File: src/rtl/pipe_ctrl_pkg.sv
// ---------------------------------------------------------------------------
// pipe_ctrl_pkg
// Shared definitions for the 5-stage core's hazard/stall controller:
//   - hazard_state_e : controller FSM states (RUN, LU_STALL, MEM_WAIT)
//   - STG_*          : pipeline stage indices used to address the per-stage
//                      stall/flush vectors
//   - PC_WIDTH       : core-wide program counter width
//   - PERF_W         : width of the performance counters
// ---------------------------------------------------------------------------
package pipe_ctrl_pkg;

  localparam int PC_WIDTH = 32;
  localparam int PERF_W   = 32;

  localparam int STG_IF     = 0;
  localparam int STG_ID     = 1;
  localparam int STG_EX     = 2;
  localparam int STG_MEM    = 3;
  localparam int STG_WB     = 4;
  localparam int NUM_STAGES = 5;

  typedef enum logic [1:0] {
    RUN      = 2'd0,
    LU_STALL = 2'd1,
    MEM_WAIT = 2'd2
  } hazard_state_e;

endpackage

File: src/rtl/pipe_perf_counter.sv
// ---------------------------------------------------------------------------
// pipe_perf_counter
// Free-running enable-increment event counter; wraps on overflow.
// Ports:
//   clk   : core clock
//   rst_n : asynchronous active-low reset, clears the count
//   en    : count this cycle
//   count : current count (PERF_W bits)
// ---------------------------------------------------------------------------
module pipe_perf_counter
  import pipe_ctrl_pkg::*;
(
  input  logic              clk,
  input  logic              rst_n,
  input  logic              en,
  output logic [PERF_W-1:0] count
);

  always_ff @(posedge clk or negedge rst_n) begin
    if (!rst_n) begin
      count <= '0;
    end else if (en) begin
      count <= count + 1'b1;
    end
  end

endmodule

File: src/rtl/pipe_hazard_ctrl.sv
// ---------------------------------------------------------------------------
// pipe_hazard_ctrl
// Central stall/flush controller of the 5-stage in-order core.
// Event priority per cycle: wb_flush > mem_busy (which also holds any EX
// branch) > ex_br_taken > load-use.
//
// Ports:
//   clk, rst_n                      : clock, asynchronous active-low reset
//   id_valid, load_flag_rs1/rs2     : load-use hazard inputs from ID
//   ex_br_taken, ex_br_target       : taken branch/jump resolved in EX
//   mem_busy                        : MEM data access still pending
//   wb_flush, wb_flush_pc           : exception/ertn committed in WB
//   stall_if/id/ex/mem              : hold the register feeding that stage
//   flush_id/ex/mem/wb              : bubble into that stage's input register
//   mem_cancel                      : abort outstanding MEM access
//   redirect_valid, redirect_pc     : registered fetch redirect to IF
//   wait_timeout                    : sticky MEM-wait watchdog flag
//   perf_lu_cnt/wait_cnt/flush_cnt  : performance counters
//
// Build option: define PIPE_PERF_CNT_EN to implement the performance
// counters; without it the perf ports are tied to zero.
// ---------------------------------------------------------------------------
module pipe_hazard_ctrl
  import pipe_ctrl_pkg::*;
#(
  parameter int ADDR_WIDTH = PC_WIDTH,
  parameter int MAX_WAIT   = 255,
  parameter int CNT_WIDTH  = 8
) (
  input  logic                  clk,
  input  logic                  rst_n,
  input  logic                  id_valid,
  input  logic                  load_flag_rs1,
  input  logic                  load_flag_rs2,
  input  logic                  ex_br_taken,
  input  logic [ADDR_WIDTH-1:0] ex_br_target,
  input  logic                  mem_busy,
  input  logic                  wb_flush,
  input  logic [ADDR_WIDTH-1:0] wb_flush_pc,
  output logic                  stall_if,
  output logic                  stall_id,
  output logic                  stall_ex,
  output logic                  stall_mem,
  output logic                  flush_id,
  output logic                  flush_ex,
  output logic                  flush_mem,
  output logic                  flush_wb,
  output logic                  mem_cancel,
  output logic                  redirect_valid,
  output logic [ADDR_WIDTH-1:0] redirect_pc,
  output logic                  wait_timeout,
  output logic [PERF_W-1:0]     perf_lu_cnt,
  output logic [PERF_W-1:0]     perf_wait_cnt,
  output logic [PERF_W-1:0]     perf_flush_cnt
);

  localparam logic [CNT_WIDTH-1:0] WAIT_LIMIT = CNT_WIDTH'(MAX_WAIT);

  hazard_state_e         state, state_next;
  logic [CNT_WIDTH-1:0]  wait_cnt, cnt_next;
  logic                  tmo_set;
  logic                  rd_valid_next;
  logic [ADDR_WIDTH-1:0] rd_pc_next;
  logic [STG_MEM:STG_IF] stall_vec;
  logic [STG_WB:STG_ID]  flush_vec;
  logic                  cancel;

  // Watchdog count saturates at the limit so it can never wrap back to 0.
  function automatic logic [CNT_WIDTH-1:0] sat_inc(input logic [CNT_WIDTH-1:0] v);
    return (v >= WAIT_LIMIT) ? v : v + 1'b1;
  endfunction

  always_comb begin
    state_next    = state;
    cnt_next      = wait_cnt;
    tmo_set       = 1'b0;
    rd_valid_next = 1'b0;
    rd_pc_next    = redirect_pc;
    stall_vec     = '0;
    flush_vec     = '0;
    cancel        = 1'b0;

    if (wb_flush) begin
      flush_vec     = '1;
      cancel        = 1'b1;
      rd_valid_next = 1'b1;
      rd_pc_next    = wb_flush_pc;
      state_next    = RUN;
      cnt_next      = '0;
    end else if (mem_busy) begin
      // A taken branch in EX is frozen by stall_ex; its flush and redirect
      // fire on the first cycle the memory access completes.
      stall_vec    = '1;
      flush_vec[STG_WB] = 1'b1;
      state_next   = MEM_WAIT;
      cnt_next     = sat_inc(wait_cnt);
      tmo_set      = (cnt_next == WAIT_LIMIT);
    end else if (ex_br_taken) begin
      flush_vec[STG_ID] = 1'b1;
      flush_vec[STG_EX] = 1'b1;
      rd_valid_next     = 1'b1;
      rd_pc_next        = ex_br_target;
      state_next        = RUN;
      cnt_next          = '0;
    end else if (state != LU_STALL && id_valid && (load_flag_rs1 || load_flag_rs2)) begin
      // In LU_STALL the load has moved to MEM and is forwarded there, so a
      // lingering flag must not re-trigger the stall.
      stall_vec[STG_IF] = 1'b1;
      stall_vec[STG_ID] = 1'b1;
      flush_vec[STG_EX] = 1'b1;
      state_next        = LU_STALL;
      cnt_next          = '0;
    end else begin
      state_next = RUN;
      cnt_next   = '0;
    end

    // Combinational outputs follow reset immediately, not just the state.
    if (!rst_n) begin
      stall_vec = '0;
      flush_vec = '0;
      cancel    = 1'b0;
      tmo_set   = 1'b0;
    end
  end

  always_ff @(posedge clk or negedge rst_n) begin
    if (!rst_n) begin
      state          <= RUN;
      wait_cnt       <= '0;
      wait_timeout   <= 1'b0;
      redirect_valid <= 1'b0;
      redirect_pc    <= '0;
    end else begin
      state          <= state_next;
      wait_cnt       <= cnt_next;
      wait_timeout   <= wait_timeout | tmo_set;
      redirect_valid <= rd_valid_next;
      if (rd_valid_next) begin
        redirect_pc <= rd_pc_next;
      end
    end
  end

  assign stall_if   = stall_vec[STG_IF];
  assign stall_id   = stall_vec[STG_ID];
  assign stall_ex   = stall_vec[STG_EX];
  assign stall_mem  = stall_vec[STG_MEM];
  assign flush_id   = flush_vec[STG_ID];
  assign flush_ex   = flush_vec[STG_EX];
  assign flush_mem  = flush_vec[STG_MEM];
  assign flush_wb   = flush_vec[STG_WB];
  assign mem_cancel = cancel;

`ifdef PIPE_PERF_CNT_EN
  logic lu_evt, wait_evt, flush_evt;

  // Load-use is the only cause that stalls IF without stalling MEM;
  // flush_id marks both branch and WB flush events.
  assign lu_evt    = stall_vec[STG_IF] & ~stall_vec[STG_MEM];
  assign wait_evt  = stall_vec[STG_MEM];
  assign flush_evt = flush_vec[STG_ID];

  pipe_perf_counter u_perf_lu (
    .clk   (clk),
    .rst_n (rst_n),
    .en    (lu_evt),
    .count (perf_lu_cnt)
  );

  pipe_perf_counter u_perf_wait (
    .clk   (clk),
    .rst_n (rst_n),
    .en    (wait_evt),
    .count (perf_wait_cnt)
  );

  pipe_perf_counter u_perf_flush (
    .clk   (clk),
    .rst_n (rst_n),
    .en    (flush_evt),
    .count (perf_flush_cnt)
  );
`else
  assign perf_lu_cnt    = '0;
  assign perf_wait_cnt  = '0;
  assign perf_flush_cnt = '0;
`endif

endmodule

File: config.mk
export PLATFORM = sky130hd
export DESIGN_NAME = pipe_hazard_ctrl
export DESIGN_NICKNAME = d
export VERILOG_FILES = /design/src/rtl/pipe_ctrl_pkg.sv /design/src/rtl/pipe_perf_counter.sv /design/src/rtl/pipe_hazard_ctrl.sv
export SDC_FILE = /design/constraint.sdc
export NUM_CORES = 1
export LEC_CHECK = 0
export BUFFER_PORTS_ARGS = -buffer_cell sky130_fd_sc_hd__buf_2
export CAP_MARGIN = 20
export CORE_MARGIN = 4
export CORE_UTILIZATION = 44
export CTS_CLUSTER_SIZE = 24
export DETAILED_ROUTE_END_ITERATION = 16
export PLACE_DENSITY = 0.86
export SLEW_MARGIN = 5
export SYNTH_ARGS = -nofsm -noshare
export SYNTH_HDL_FRONTEND = slang
export SYNTH_SLANG_ARGS = --single-unit
File: constraint.sdc
create_clock -name clk -period 3.55 [get_ports clk]
set_input_delay 0.5325 -clock clk [delete_from_list [all_inputs] [get_ports clk]]
set_output_delay 0.5325 -clock clk [all_outputs]
set_load 0.02 [all_outputs]
# [Word level (Yosys, flattened, before mapping)]
# Cells that the tools add are included.
[op_classes] order_cmp=1 muxes=31 bitwise_logic=1 reduce_logical=5 shift=0 multipliers=0 n_div=0 eq_ne=3 n_addsub=1
[ops] operator="two-way mux 32 bit" count=3
[ops] operator="two-way mux 8 bit" count=3
[ops] operator="two-way mux 2 bit" count=8
[ops] operator="two-way mux 1 bit" count=14
[ops] operator="two-way mux 4 bit" count=3
[ops] operator="adder 8 x 1 -> 8 bit (second input constant)" count=1
[ops] operator="equality test 8 bit (second input constant)" count=1
[ops] operator="greater-or-equal comparator 8 bit (second input constant)" count=1
[ops] operator="inequality test 2 x 1 -> 1 bit (second input constant)" count=2
[ops] operator="AND reduction 3 bit" count=1
[ops] operator="logical AND 1 bit" count=2
[ops] operator="nonzero test 2 bit" count=1
[ops] operator="logical OR 1 bit" count=1
[ops] operator="bitwise OR 1 bit" count=1
[word_totals] out_inout_bits=139 register_bits=44 romBits=0 mem_bits_rw=0 in_bits=72 mem_count=0 word_cells=47 latch_bits=0

# [Depth between registers and ports, before layout]
[logic_depth] depth_word=8 mapped_depth=6 ltp_nobuf=6

# [Worst setup path before layout]
# No wires, ideal clock.
[synth_timing] kind="input to output" startpoint="in wb_flush" endpoint="out stall_if" t_arrival_ns=1.714 cell_stages=4 path_buffers=3 setup_slack_ns=1.303 t_required_ns=3.017 path_cell_list="buf_6 -> buf_2 -> nor3b_1 -> buf_4"
[synth_via] elab_chain_cells=2
[synth_lines] item="from (decl)" line="pipe_hazard_ctrl.sv:38" source="input logic wb_flush,"
[synth_lines] item="two-way mux 4 bit" line="pipe_hazard_ctrl.sv:83" source="if (wb_flush) begin"
[synth_lines] item="two-way mux 4 bit" line="pipe_hazard_ctrl.sv:119" source="if (!rst_n) begin"
[synth_lines] item="to (decl)" line="pipe_hazard_ctrl.sv:40" source="output logic stall_if,"
# Every way passes these cells.

# [Worst setup path in the final report]
[layout_timing] startpoint="in wb_flush" endpoint="out mem_cancel"
[layout_via] elab_chain_cells=2
[layout_lines] item="two-way mux 1 bit" line="pipe_hazard_ctrl.sv:83"
[layout_lines] item="two-way mux 1 bit" line="pipe_hazard_ctrl.sv:119"
[layout_lines] item="to (decl)" line="pipe_hazard_ctrl.sv:48" source="output logic mem_cancel,"
# Every way passes these cells.

==> results.py <==
metrics = {
    "pwr": {
        "p_sw_frac": 0.350,
        "comb_power_share": 0.279,
        "seq_power_share": 0.460,
        "power_mw": 1.23,
        "clock_power_share": 0.261,
        "p_per_area_mw_per_mm2": 385,
        "power.internal_uw": 802,
        "vdd_drop_max_uv": 171,
        "leakagePower_nw": 1.82,
        "p_sw_uw": 432,
    },
    "timing": {
        "fin_worst_skew_ns": 0.00626,
        "setup_tns_ns": 0,
        "maxSlewHeadroom": 0.652,
        "worst-slew-pin-transition_ns": 0.522,
        "fmax_ghz": 0.466,
        "finalCriticalPeriod_ns": 2.15,
        "holdWs_ns": 0.198,
        "fin_crit_sh": 0.605,
        "hold_violations": 0,
        "rsz0062_at_grt": "false",
        "finalMaxSlewViolations": 0,
        "finalWorstSetupSlack_ns": 1.40,
        "setup_violations": 0,
    },
    "floorplanning": {
        "dieWidth_um": 88.8,
        "die_height_um": 88.8,
        "core_sq_mm": 0.00635,
        "num_rows": 29,
        "pin_count": 211,
        "start_util": 0.452,
        "die_area_sq_mm": 0.00788,
    },
    "drt": {
        "wirelength_mm": 5.93,
        "drc": 0,
        "detail_route.vias_per_cell": 4.28,
        "drt_iter0_drc": 38,
        "first_pass_iters": 4,
        "wl_per_cell_um": 12.0,
        "route.antenna.remaining_nets": 0,
        "via_count": 2108,
    },
    "worst_setup_path": {
        "slowest_delay_ns": 0.46,
        "cp_common_cell": "buf_2",
        "path_class": "in2out",
        "crit_path_start_kind": "input pin",
        "worstPathMaxFanout": 30,
        "worstPathArrival_ns": 1.61,
        "critPathRequiredTime_ns": 3.02,
        "reg2regPathDepth": 6,
        "slowest_stage": "buf_4",
        "cp_cell_sequence": "buf_2 -> buf_4 -> and2_1 -> buf_2",
        "endpoint_kind": "primary output",
    },
    "clock_network": {
        "clock_sinks": 44,
        "cts_buffers": 5,
        "clk_path_buf_depth": 2,
        "cts_resized": 0,
        "hold_buffers": 0,
        "clk_latency_ns": 0.29,
        "cts_tree": "done",
        "postCtsSetupBuffers": 0,
        "root_buffer": "clkbuf_8",
        "htree_levels": 2,
        "worst_setup_hold_path_clk_slew_ns": 0.08,
    },
    "synthesis": {
        "ys_types": 36,
        "async_flop_share": 1.00,
        "synth_edf_count": 0,
        "ys_seq_area_frac": 0.384,
        "yosysWarnings": 0,
        "syn_area_sq_mm": 0.00287,
        "synth_top_flop_cell": "dfrtp_1",
        "postSynthAreaPerCell_sq_um": 9.38,
        "ys_seq_elements": 44,
        "syn_inst": 306,
    },
    "global_routing": {
        "grt-ovfl-total": 0,
        "antenna_found_initial": 0,
        "grtUsageTotal": 0.142,
        "grt_pass1_wl_mm": 8.63,
        "grt_max_degree": 66,
        "first_global_vias": 1900,
    },
    "min_path": {
        "hold_class": "in2async",
    },
    "final_layout": {
        "syn_to_final_growth_pct": 11.8,
        "diodes": 0,
        "nets": 488,
        "layout-drive-gt1-share": 0.315,
    },
    "place": {
        "place_ws_ns": 1.34,
        "portBuffers": 114,
        "dpl.hpwl_mm": 4.91,
        "place.gp.congestion": 0.891,
    },
    "flow_run": {
        "drv_cap": 0,
    },
    "status": {
        "outcome": "completed",
    },
}
==> path summary, 6_finish.rpt <==
kind,slack [ns],startpoint,to
setup / recovery,1.40,wb_flush,mem_cancel
hold reg to reg,0.47,wait_timeout$_DFF_PN0_,wait_timeout$_DFF_PN0_
hold / removal,0.20,rst_n,redirect_pc[15]$_DFFE_PN0P_
setup reg to reg,1.93,wait_cnt[0]$_DFF_PN0_,wait_timeout$_DFF_PN0_
min in group clk,0.47,wait_timeout$_DFF_PN0_,wait_timeout$_DFF_PN0_
max in group asynchronous,2.62,rst_n,redirect_pc[19]$_DFFE_PN0P_
==> sequential cells by signal, indices dropped and copies added, names as in the netlist <==
signal / flops
redirect_valid: 1
wait_timeout: 1
wait_cnt: 8
state: 2
redirect_pc: 32
==> cell usage after synthesis, drive strengths merged (3+ instances only) <==
cell   count  area, sq um
inv        4         15.0
o21ai     36          180
xor2       3         26.3
mux2i     35          350
buf      108          802
nand3      3         15.0
dfrtp     44         1100
a21oi      3         18.8
and2       4         25.0
nand2     35          131
nor2       9         33.8
==> layout make-up <==
cell class                      count  area (sq um)
Timing Repair Buffer              117           593
Multi-Input combinational cell    243          1310
Clock buffer                        7          86.3
Sequential cell                    44          1100
Fill cell                         606          3140
Clock inverter                      1          7.51
Inverter                            4          15.0
Tap cell                           77          96.3
==> cells by family after synthesis <==
kind of cell / share of synthesized area
flip-flops: 0.384
AND/OR/NAND/NOR: 0.104
other: 0.00131
buffers and inverters: 0.287
AO/OA/AOI/OAI: 0.0850
adder cells (fa/ha/maj): 0.00436
multiplexers: 0.122
XOR/XNOR: 0.0122
==> placed cells by master, fill, tap and decap left out, types with 2 or more instances in the layout <==
| master | count |
|---|---|
| xor2_1 | 3 |
| a21oi_1 | 2 |
| buf_2 | 114 |
| inv_1 | 3 |
| conb_1 | 96 |
| clkbuf_8 | 6 |
| nor2_1 | 9 |
| o21ai_0 | 33 |
| nor3b_1 | 2 |
| nand3_1 | 3 |
| mux2i_1 | 35 |
| buf_4 | 3 |
| nand2_1 | 35 |
| dfrtp_1 | 44 |
| o21ai_1 | 3 |
| and2_1 | 4 |
==> metal layers <==
layer	share of wire	global-route usage	up-vias
met1	0.34	0.158	952
met2	0.54	0.256	119
met5	0	0	-
met3	0.11	0.0456	10
li1	-	-	1027
met4	0.011	0.0453	0
==> power by group through the flow <==
| stage | Combinational, mW | Clock [mW] | Sequential (mW) |
|---|---|---|---|
| CTS | 0.347 | 0.338 | 0.568 |
| finish | 0.344 | 0.322 | 0.567 |
| floorplan | 0.258 | 0 | 0.631 |
| global route | 0.379 | 0.358 | 0.574 |
| global placement | 0.340 | 0 | 0.576 |
| detailed placement | 0.347 | 0 | 0.577 |
==> worst max-delay path, delay by kind of cell <==
family        cells  cell delay [ns]
buf+inv           3             0.86
simple gates      1             0.21
==> metrics by stage <==
step | cells | area [sq um] | util
floorplan | 401 | 3230 | -
global placement | 485 | 3110 | 0.490
detailed placement | 485 | 3110 | 0.490
CTS | 493 | 3210 | 0.505
global route | 493 | 3210 | 0.505
finish | 493 | 3210 | 0.505
No activity file was read; power rests on OpenSTA's default activity.
